`src/rtl/sensor_select_sequencer_if.sv`:
```
// Control/status bundle between the sensor register block (master) and the select sequencer (slave).
// timeout_cnt is present only when SENSOR_SEQ_TIMEOUT_CNT_EN is defined.
interface sensor_select_sequencer_if #(
    parameter int NUM_CH  = 8,
    parameter int TIMER_W = 20
);
    localparam int CH_W = $clog2(NUM_CH);

    logic                enable;
    logic [NUM_CH-1:0]   ch_mask;
    logic [TIMER_W-1:0]  dwell_cycles;
    logic                meas_done;
    logic [NUM_CH-1:0]   sel_n;
    logic [CH_W-1:0]     ch_idx;
    logic                ch_valid;
    logic                slot_start;
    logic                slot_timeout;
    logic                scan_wrap;
`ifdef SENSOR_SEQ_TIMEOUT_CNT_EN
    logic [7:0]          timeout_cnt;
`endif

    modport master (
        output enable, ch_mask, dwell_cycles, meas_done,
        input  sel_n, ch_idx, ch_valid, slot_start, slot_timeout, scan_wrap
`ifdef SENSOR_SEQ_TIMEOUT_CNT_EN
        , input timeout_cnt
`endif
    );

    modport slave (
        input  enable, ch_mask, dwell_cycles, meas_done,
        output sel_n, ch_idx, ch_valid, slot_start, slot_timeout, scan_wrap
`ifdef SENSOR_SEQ_TIMEOUT_CNT_EN
        , output timeout_cnt
`endif
    );
endinterface

```
`src/rtl/sensor_select_sequencer.sv`:
```
// Round-robin active-low sensor select with dwell timeout and deselect guard gap; optional SENSOR_SEQ_TIMEOUT_CNT_EN adds timeout_cnt.
// Latency: 1 cycle from sampled enable (or gap end) to sel_n low; all outputs registered.
// Backpressure: none; meas_done ends a slot early, enable=0 aborts to IDLE on the next edge.
module sensor_select_sequencer #(
    parameter int NUM_CH     = 8,
    parameter int TIMER_W    = 20,
    parameter int GAP_CYCLES = 500
) (
    input  logic                   clk,
    input  logic                   reset_n,
    sensor_select_sequencer_if.slave bus
);
    localparam int CH_W     = $clog2(NUM_CH);
    localparam int GAP_LAST = (GAP_CYCLES > 0) ? GAP_CYCLES - 1 : 0;
    localparam int GAP_W    = (GAP_LAST > 0) ? $clog2(GAP_LAST + 1) : 1;

    typedef enum logic [1:0] {IDLE, SELECT, GAP} state_t;

    state_t              state_q, state_n;
    logic [TIMER_W-1:0]  timer_q, timer_n;
    logic [TIMER_W-1:0]  dwell_q, dwell_n;
    logic [GAP_W-1:0]    gap_q, gap_n;
    logic [CH_W-1:0]     ptr_q, ptr_n;
    logic                prev_q, prev_n;
    logic [NUM_CH-1:0]   sel_n_q, sel_n_n;
    logic [CH_W-1:0]     idx_q, idx_n;
    logic                valid_q, valid_n;
    logic                start_q, start_n;
    logic                tout_q, tout_n;
    logic                wrap_q, wrap_n;
    logic [CH_W-1:0]     pick;
    logic                launch;
    logic                end_slot;

    // Descending loop so the nearest enabled channel above the pointer wins;
    // i = NUM_CH revisits the pointer itself when it is the only one enabled.
    always_comb begin
        pick = '0;
        for (int i = NUM_CH; i >= 1; i--) begin
            if (bus.ch_mask[CH_W'((int'(ptr_q) + i) % NUM_CH)])
                pick = CH_W'((int'(ptr_q) + i) % NUM_CH);
        end
    end

    always_comb begin
        state_n  = state_q;
        timer_n  = timer_q;
        dwell_n  = dwell_q;
        gap_n    = gap_q;
        ptr_n    = ptr_q;
        prev_n   = prev_q;
        idx_n    = idx_q;
        valid_n  = valid_q;
        start_n  = 1'b0;
        tout_n   = 1'b0;
        wrap_n   = 1'b0;
        launch   = 1'b0;
        end_slot = 1'b0;
        sel_n_n  = '1;

        case (state_q)
            IDLE: begin
                valid_n = 1'b0;
                if (bus.enable && |bus.ch_mask)
                    launch = 1'b1;
            end
            SELECT: begin
                if (!bus.enable) begin
                    state_n = IDLE;
                    valid_n = 1'b0;
                end else if (bus.meas_done) begin
                    end_slot = 1'b1;
                end else if (timer_q == dwell_q - TIMER_W'(1)) begin
                    end_slot = 1'b1;
                    tout_n   = 1'b1;
                end else begin
                    timer_n = timer_q + TIMER_W'(1);
                end
            end
            GAP: begin
                if (!bus.enable) begin
                    state_n = IDLE;
                end else if (gap_q == GAP_W'(GAP_LAST)) begin
                    if (|bus.ch_mask)
                        launch = 1'b1;
                    else
                        state_n = IDLE;
                end else begin
                    gap_n = gap_q + GAP_W'(1);
                end
            end
            default: state_n = IDLE;
        endcase

        // With no gap, IDLE takes the next-slot decision so sel_n still passes through all ones.
        if (end_slot) begin
            valid_n = 1'b0;
            gap_n   = '0;
            state_n = (GAP_CYCLES == 0) ? IDLE : GAP;
        end

        if (launch) begin
            state_n = SELECT;
            timer_n = '0;
            dwell_n = (bus.dwell_cycles == '0) ? TIMER_W'(1) : bus.dwell_cycles;
            idx_n   = pick;
            valid_n = 1'b1;
            start_n = 1'b1;
            wrap_n  = prev_q && (pick <= ptr_q);
            ptr_n   = pick;
            prev_n  = 1'b1;
        end

        if (valid_n)
            sel_n_n[idx_n] = 1'b0;
    end

    always_ff @(posedge clk or negedge reset_n) begin
        if (!reset_n) begin
            state_q <= IDLE;
            timer_q <= '0;
            dwell_q <= TIMER_W'(1);
            gap_q   <= '0;
            ptr_q   <= CH_W'(NUM_CH - 1);
            prev_q  <= 1'b0;
            sel_n_q <= '1;
            idx_q   <= '0;
            valid_q <= 1'b0;
            start_q <= 1'b0;
            tout_q  <= 1'b0;
            wrap_q  <= 1'b0;
        end else begin
            state_q <= state_n;
            timer_q <= timer_n;
            dwell_q <= dwell_n;
            gap_q   <= gap_n;
            ptr_q   <= ptr_n;
            prev_q  <= prev_n;
            sel_n_q <= sel_n_n;
            idx_q   <= idx_n;
            valid_q <= valid_n;
            start_q <= start_n;
            tout_q  <= tout_n;
            wrap_q  <= wrap_n;
        end
    end

    assign bus.sel_n        = sel_n_q;
    assign bus.ch_idx       = idx_q;
    assign bus.ch_valid     = valid_q;
    assign bus.slot_start   = start_q;
    assign bus.slot_timeout = tout_q;
    assign bus.scan_wrap    = wrap_q;

`ifdef SENSOR_SEQ_TIMEOUT_CNT_EN
    logic [7:0] tcnt_q;

    always_ff @(posedge clk or negedge reset_n) begin
        if (!reset_n)
            tcnt_q <= '0;
        else if (tout_n && (tcnt_q != 8'hFF))
            tcnt_q <= tcnt_q + 8'd1;
    end

    assign bus.timeout_cnt = tcnt_q;
`endif
endmodule

```
`src/flat_wrapper.sv`:
```
// flat-port wrapper written by rule: the top's interface ports become plain ports
module sensor_select_sequencer_flat 
#(
    parameter int NUM_CH     = 8,
    parameter int TIMER_W    = 20,
    parameter int GAP_CYCLES = 500
)
  (clk, reset_n, bus_enable, bus_ch_mask, bus_dwell_cycles, bus_meas_done, bus_sel_n, bus_ch_idx, bus_ch_valid, bus_slot_start, bus_slot_timeout, bus_scan_wrap);
  sensor_select_sequencer_if #(.NUM_CH(NUM_CH), .TIMER_W(TIMER_W)) bus_i ();
  input  logic clk;
  input  logic reset_n;
  input wire logic [$bits(bus_i.enable)-1:0] bus_enable;
  input wire logic [$bits(bus_i.ch_mask)-1:0] bus_ch_mask;
  input wire logic [$bits(bus_i.dwell_cycles)-1:0] bus_dwell_cycles;
  input wire logic [$bits(bus_i.meas_done)-1:0] bus_meas_done;
  output wire logic [$bits(bus_i.sel_n)-1:0] bus_sel_n;
  output wire logic [$bits(bus_i.ch_idx)-1:0] bus_ch_idx;
  output wire logic [$bits(bus_i.ch_valid)-1:0] bus_ch_valid;
  output wire logic [$bits(bus_i.slot_start)-1:0] bus_slot_start;
  output wire logic [$bits(bus_i.slot_timeout)-1:0] bus_slot_timeout;
  output wire logic [$bits(bus_i.scan_wrap)-1:0] bus_scan_wrap;
  assign bus_i.enable = bus_enable;
  assign bus_i.ch_mask = bus_ch_mask;
  assign bus_i.dwell_cycles = bus_dwell_cycles;
  assign bus_i.meas_done = bus_meas_done;
  assign bus_sel_n = bus_i.sel_n;
  assign bus_ch_idx = bus_i.ch_idx;
  assign bus_ch_valid = bus_i.ch_valid;
  assign bus_slot_start = bus_i.slot_start;
  assign bus_slot_timeout = bus_i.slot_timeout;
  assign bus_scan_wrap = bus_i.scan_wrap;
  sensor_select_sequencer #(.NUM_CH(NUM_CH), .TIMER_W(TIMER_W), .GAP_CYCLES(GAP_CYCLES)) u_core (.clk(clk), .reset_n(reset_n), .bus(bus_i));
endmodule
```
`config.mk`:
```
export PLATFORM = sky130hd
export DESIGN_NAME = sensor_select_sequencer_flat
export DESIGN_NICKNAME = d
export VERILOG_FILES = /design/src/rtl/sensor_select_sequencer_if.sv /design/src/rtl/sensor_select_sequencer.sv /design/src/flat_wrapper.sv
export SDC_FILE = /design/constraint.sdc
export NUM_CORES = 1
export LEC_CHECK = 0
export CAP_MARGIN = 10
export CELL_PAD_IN_SITES_DETAIL_PLACEMENT = 1
export CELL_PAD_IN_SITES_GLOBAL_PLACEMENT = 1
export CORE_ASPECT_RATIO = 1.25
export CORE_MARGIN = 1.5
export CORE_UTILIZATION = 45
export CTS_CLUSTER_DIAMETER = 60
export DETAILED_ROUTE_END_ITERATION = 16
export PLACE_DENSITY_LB_ADDON = 0.3
export SYNTH_ARGS = -nofsm -noshare
export SYNTH_HDL_FRONTEND = slang
export SYNTH_SLANG_ARGS = --single-unit
export TNS_END_PERCENT = 5
```
`constraint.sdc`:
```
create_clock -name clk -period 4.7 [get_ports clk]
set_clock_uncertainty 0.15 [all_clocks]
set_input_delay 0.705 -clock clk [delete_from_list [all_inputs] [get_ports clk]]
set_output_delay 0.705 -clock clk [all_outputs]
set_load 0.01 [all_outputs]
```
; ---- After elaboration in Yosys (flattened, before gate mapping)
; Index checks and enable logic that the tools add are counted.
[word_totals]
register_bits = 70
latchBits = 0
ramBits = 0
rom_bits = 0
inputBits = 32
output_inout_bits = 15
wordCells = 130
memories = 0
[classes]
n_addsub = 11
n_mul = 0
div = 0
order_cmp = 11
n_eq_ne = 11
n_shift = 0
muxes = 71
bitwise_logic = 1
n_reduce_logical = 13
[op_table]
columns = cell, n
row1 = $mux 20, 6
row2 = $lt 3x5->1 const B, 8
row3 = $mux 9, 4
row4 = $mux 1, 33
row5 = $mux 3, 9
row6 = $bmux 1 s3, 8
row7 = $add 20x1->20 const B, 1
row8 = $eq 20x20->1, 1
row9 = $logic_not 20->1, 1
row10 = $sub 20x1->20 const B, 1
row11 = $add 3x3->3 const B, 4
row12 = $mux 2, 6
row13 = $add 9x1->9 const B, 1
row14 = $eq 9x9->1 const B, 1
row15 = $mux 8, 1
row16 = $not 8->8, 1
row17 = $reduce_and 4->1, 2
row18 = $reduce_bool 2->1, 4
row19 = $reduce_or 8->1, 1
row20 = $add 3x1->3 const B, 2
row21 = $add 3x2->3 const B, 2
row22 = $ne 2x1->1 const B, 3
row23 = $pmux 2 s3, 1
row24 = $ne 5x2->1 const B, 1
row25 = other kinds (13), 16

; ---- Logic depth before layout (Yosys ltp)
; Gate-level depths: netlist of run 1.
[logic_depth]
depth_word = 19
mapped_depth = 18

; ---- Worst setup path before layout of run 1
; Ideal clock, no wire load.
[synth_timing]
path_kind = flip-flop to flip-flop
from = register u_core.ptr_q[0]
to = register u_core.wrap_q, in the netlist u_core.bus.scan_wrap
setup_time_ps = 67
t_arrival_ps = 4015
slack_ps = 468
path_stages_with_launch = 18
path_buffers = 4
path_cell_list = dfstp_2 -> buf_2 -> buf_2 -> clkinv_1 -> ha_1 -> clkbuf_1 -> buf_2 -> mux4_2 -> mux2_2 -> o311ai_0 -> o211ai_1 -> nor2_1 -> nor2_1 -> ha_1 -> nor2b_1 -> o21a_1 -> o21ai_0 -> and3_1
[synth_via]
elab_chain_len = 15
elab_cells_between_ends = 43
classes_between = add/sub: 8 / order compare: 1 / mux: 33 / reduce/logical: 1
[synth_lines]
columns = item, line
row1 = from (decl), sensor_select_sequencer.sv:23  ; logic [CH_W-1:0] ptr_q, ptr_n;
row2 = from (signal assigned), sensor_select_sequencer.sv:124  ; ptr_q <= CH_W'(NUM_CH - 1);
row3 = from (signal assigned), sensor_select_sequencer.sv:137  ; ptr_q <= ptr_n;
row4 = $add 3x1->3, "sensor_select_sequencer.sv:40, sensor_select_sequencer.sv:41"
row5 = $bmux 1 s3, sensor_select_sequencer.sv:40  ; if (bus.ch_mask[CH_W'((int'(ptr_q) + i) % NUM_CH)])
row6 = $mux 1 (not written as such) (2 in a row), sensor_select_sequencer.sv:40
row7 = $mux 3 (7 in a row), sensor_select_sequencer.sv:40
row8 = $mux 3 (*), sensor_select_sequencer.sv:40
row9 = via u_core.pick[1], sensor_select_sequencer.sv:31  ; logic [CH_W-1:0] pick;
row10 = $le 3x3->1 (*), sensor_select_sequencer.sv:109  ; wrap_n = prev_q && (pick <= ptr_q);
row11 = $logic_and 1x1->1 (*), sensor_select_sequencer.sv:109
row12 = $mux 1 (*), sensor_select_sequencer.sv:102  ; if (launch) begin
row13 = via u_core.wrap_n, sensor_select_sequencer.sv:30  ; logic wrap_q, wrap_n;
row14 = to (signal assigned), sensor_select_sequencer.sv:144  ; wrap_q <= wrap_n;
row15 = to (decl), sensor_select_sequencer.sv:30
; The timed path passes the listed nets; every way through them passes the cells marked *. The select of a mux whose other input is x is not followed.
; A chain may end at the register's enable or synchronous reset.

; ---- Worst setup path in the final report of run 1
[layout_timing]
from = register u_core.ptr_q[0]
to = register u_core.wrap_q, in the netlist u_core.bus.scan_wrap
[layout_via]
elab_chain_len = 15
elab_cells_between_ends = 43
classes_between = add/sub: 8 / order compare: 1 / mux: 33 / reduce/logical: 1
[layout_lines]
columns = item, line
row1 = $add 3x1->3, "sensor_select_sequencer.sv:40, sensor_select_sequencer.sv:41"
row2 = $bmux 1 s3, sensor_select_sequencer.sv:40
row3 = $mux 1 (not written as such) (2 in a row), sensor_select_sequencer.sv:40
row4 = $mux 3 (8 in a row), sensor_select_sequencer.sv:40
row5 = $le 3x3->1 (*), sensor_select_sequencer.sv:109
row6 = $logic_and 1x1->1 (*), sensor_select_sequencer.sv:109
row7 = $mux 1 (*), sensor_select_sequencer.sv:102
row8 = via u_core.wrap_n, sensor_select_sequencer.sv:30
; Marks and branches as above.

==> results of run 1 <==
[stage by stage]
step / hold slack [ns] / total power [W] / instances / util / area, um2
after CTS: 0.291 / 0.00327 / 707 / 0.541 / 5710
final: 0.272 / 0.00325 / 707 / 0.541 / 5710
after floorplan: 0.259 / 0.00206 / 533 / - / 4850
after global placement: 0.292 / 0.00241 / 691 / 0.510 / 5390
after detailed placement: 0.321 / 0.00251 / 691 / 0.510 / 5390
after global routing: 0.318 / 0.00348 / 707 / 0.541 / 5710
[sequential cells by signal, summed over array words and instances, names as in the netlist]
| signal | count |
|---|---|
| u_core.dwell_q | 20 |
| u_core.timer_q | 20 |
| u_core.gap_q | 9 |
| u_core.bus.sel_n | 8 |
| u_core.bus.ch_idx | 3 |
| u_core.ptr_q | 3 |
| u_core.state_q | 2 |
| u_core.bus.ch_valid | 1 |
| u_core.bus.scan_wrap | 1 |
| u_core.bus.slot_start | 1 |
| u_core.bus.slot_timeout | 1 |
| u_core.prev_q | 1 |
[layout make-up]
class	count	share of cell area
clock buffer	10	0.0418
clock inverter	6	0.0149
sequential	70	0.309
multi-input combinational	416	0.503
timing repair buffer	53	0.0890
tap	132	0.0289
inverter	20	0.0131
[routing by layer]
metal | GRT usage | part of all wire
met2 | 0.480 | 0.55
met3 | 0.0390 | 0.029
met5 | 0 | 0
met1 | 0.281 | 0.38
met4 | 0.124 | 0.038
[critical path: cells and delay by family, from the launching register on]
kind                     cells  cell delay [ns]
flip-flops                   1             0.53
adder cells (fa/ha/maj)      2             0.95
buffers and inverters        1             0.19
AND/OR/NAND/NOR              4             0.76
AO/OA/AOI/OAI                5             1.02
multiplexers                 1             0.47
[report_power, final]
part / switching (W) / internal (W) / total [W] / leakage (nW)
Clock: 0.000267 / 0.000477 / 0.000744 / 0.156
Combinational: 0.000925 / 0.000724 / 0.00165 / 1.27
Sequential: 0.000140 / 0.000719 / 0.000859 / 0.883
[logic make-up after synthesis]
logic type / synth area share
buf+inv: 0.0431
simple gates: 0.243
flops: 0.364
fa+ha+maj: 0.0207
xor+xnor: 0.0596
mux: 0.0903
compound gates: 0.179
[how the worst min path moves through the flow]
stage	endpoint	from
finish	u_core.dwell_q[4]	reset_n
detailed placement	u_core.prev_q	u_core.prev_q
global placement	u_core.prev_q	u_core.prev_q
floorplan	u_core.bus.ch_idx[0]	reset_n
CTS	u_core.dwell_q[4]	reset_n
global route	u_core.dwell_q[4]	reset_n
[cell usage in the layout, fill, tap and decap left out, types with 13 or more instances in the layout]
cell              n
dfrtp_1          58
nand3_1          20
nand2_1          79
nor2_1           33
a21oi_1          25
xnor2_1          16
inv_1            17
and3_1           14
o21ai_0          20
clkdlybuf4s50_1  45
mux4_2           13
xor2_1           17
==> results.json, run 1 <==
{
  "dieArea_um2": 11400,
  "multi_input_area_um2": 2870,
  "coreArea_um2": 10600,
  "path_class": "reg2reg",
  "fmax_mhz": 240,
  "finalSetupTns_ns": 0,
  "wl_mm": 13.6,
  "firstDrtPassIters": 4,
  "yosysTopAreaCell": "dfrtp_1",
  "maxSlewViolCount": 0,
  "cts_tree": "yes",
  "ys_types": 67,
  "initial_core_util": 0.459,
  "worst_ep_required_time_ns": 4.78,
  "ys_seq_elements": 70,
  "cts-hold-fix-buffers": 0,
  "fillers": 1230,
  "crit_end": "u_core.bus.scan_wrap",
  "yosysSeqAreaShare": 0.364,
  "dieHeight_um": 119,
  "setup_viol": 0,
  "numPortBuffers": 46,
  "dp_worst_setup_slack_ns": 0.532,
  "antenna_found_initial": 0,
  "synthDominantCellAreaShare": 0.299,
  "drt_iter0_markers": 142,
  "syn-num-nets": 573,
  "worst_slack_ns": 0.532,
  "worstRegToRegCells": 13,
  "cts_resized": 0,
  "slew_headroom": 0.508,
  "slowest_stage": "ha_1",
  "drive_above_1_share": 0.125,
  "worstHoldPathType": "in2async",
  "r2r-end": "u_core.bus.scan_wrap",
  "overflow": 0,
  "grt_pass1_wl_mm": 23.2,
  "crit_fanout": 14,
  "die_w_um": 95.8,
  "crit_path_start_kind": "flip-flop",
  "htree_levels": 3,
  "synth_edf_count": 0,
  "layout_min_cycle_time_ns": 4.17,
  "post-route-period-util": 0.887,
  "leakage_nw": 2.31,
  "grt_max_degree": 40,
  "post-synth-top-count-cell": "nand2_1",
  "synth.yosys.warnings": 0,
  "postCtsSetupBuffers": 0,
  "clk_latency_ns": 0.34,
  "antennaDiodeCount": 0,
  "crit_start": "u_core.ptr_q[0]",
  "gp_congestion": 0.888,
  "end_kind": "flip-flop",
  "rsz0062_at_grt": "false",
  "root_buffer": "clkbuf_16",
  "synth-main-ff-cell": "dfrtp_1",
  "syn_area_um2": 4850,
  "grtUsageTotal": 0.261,
  "viasPerCell": 6.15,
  "core.rowCount": 42,
  "seqCellArea_um2": 1770,
  "dp_hpwl_mm": 9.98,
  "ios": 47,
  "synth_common_cells": "79 x nand2_1, 58 x dfrtp_1, 33 x nor2_1",
  "vias": 4347,
  "hold_viol": 0,
  "r2r-start": "u_core.ptr_q[0]",
  "syn_avg_cell_area_um2": 9.09,
  "p_per_area_nw_per_um2": 569,
  "grt_pass1_vias": 4762,
  "ff2ff_setup_slack_ns": 0.53,
  "crit_chain": "clkinv_1 -> ha_1 -> mux4_2 -> nand2b_1 -> a21boi_0 -> a21oi_1 -> a211o_1 -> or2_2 -> ha_1 -> nor2b_1 -> o21a_1 -> o21ai_0 -> and3_1",
  "maxCapViolCount": 0,
  "clk_path_buf_depth": 2,
  "ant_nets": 0,
  "syn_inst": 533,
  "critPathMaxStageDelay_ns": 0.74,
  "fin_nets": 610,
  "crit_top_cell": "ha_1",
  "vdd_drop_max_mv": 0.246,
  "status": "completed",
  "async_flop_share": 1.00,
  "drc": 0,
  "worst_pin_slew_ns": 0.736,
  "wl_per_cell_um": 19.2,
  "clk_pin_slew_ns": 0.06,
  "synth_area_leaders": "dfrtp_1 30%, dfstp_2 6.5%, nand2_1 6.1%, mux4_2 6.0%, xor2_1 3.1%",
  "cts_made_buffers": 9,
  "cts_sinks": 70,
  "area_growth_pct": 17.8,
  "crit_arrival_ns": 4.24
}
(Power assumes the default switching activity.)
==> inputs of run 2 (changes only) <==
- ABC_CLOCK_PERIOD_IN_PS: default -> 4700
- SKIP_LAST_GASP: default -> 1
- SLEW_MARGIN: default -> 20
==> results of run 2 <==
No change in the layout: final DEF, timing and power equal those of run 1.
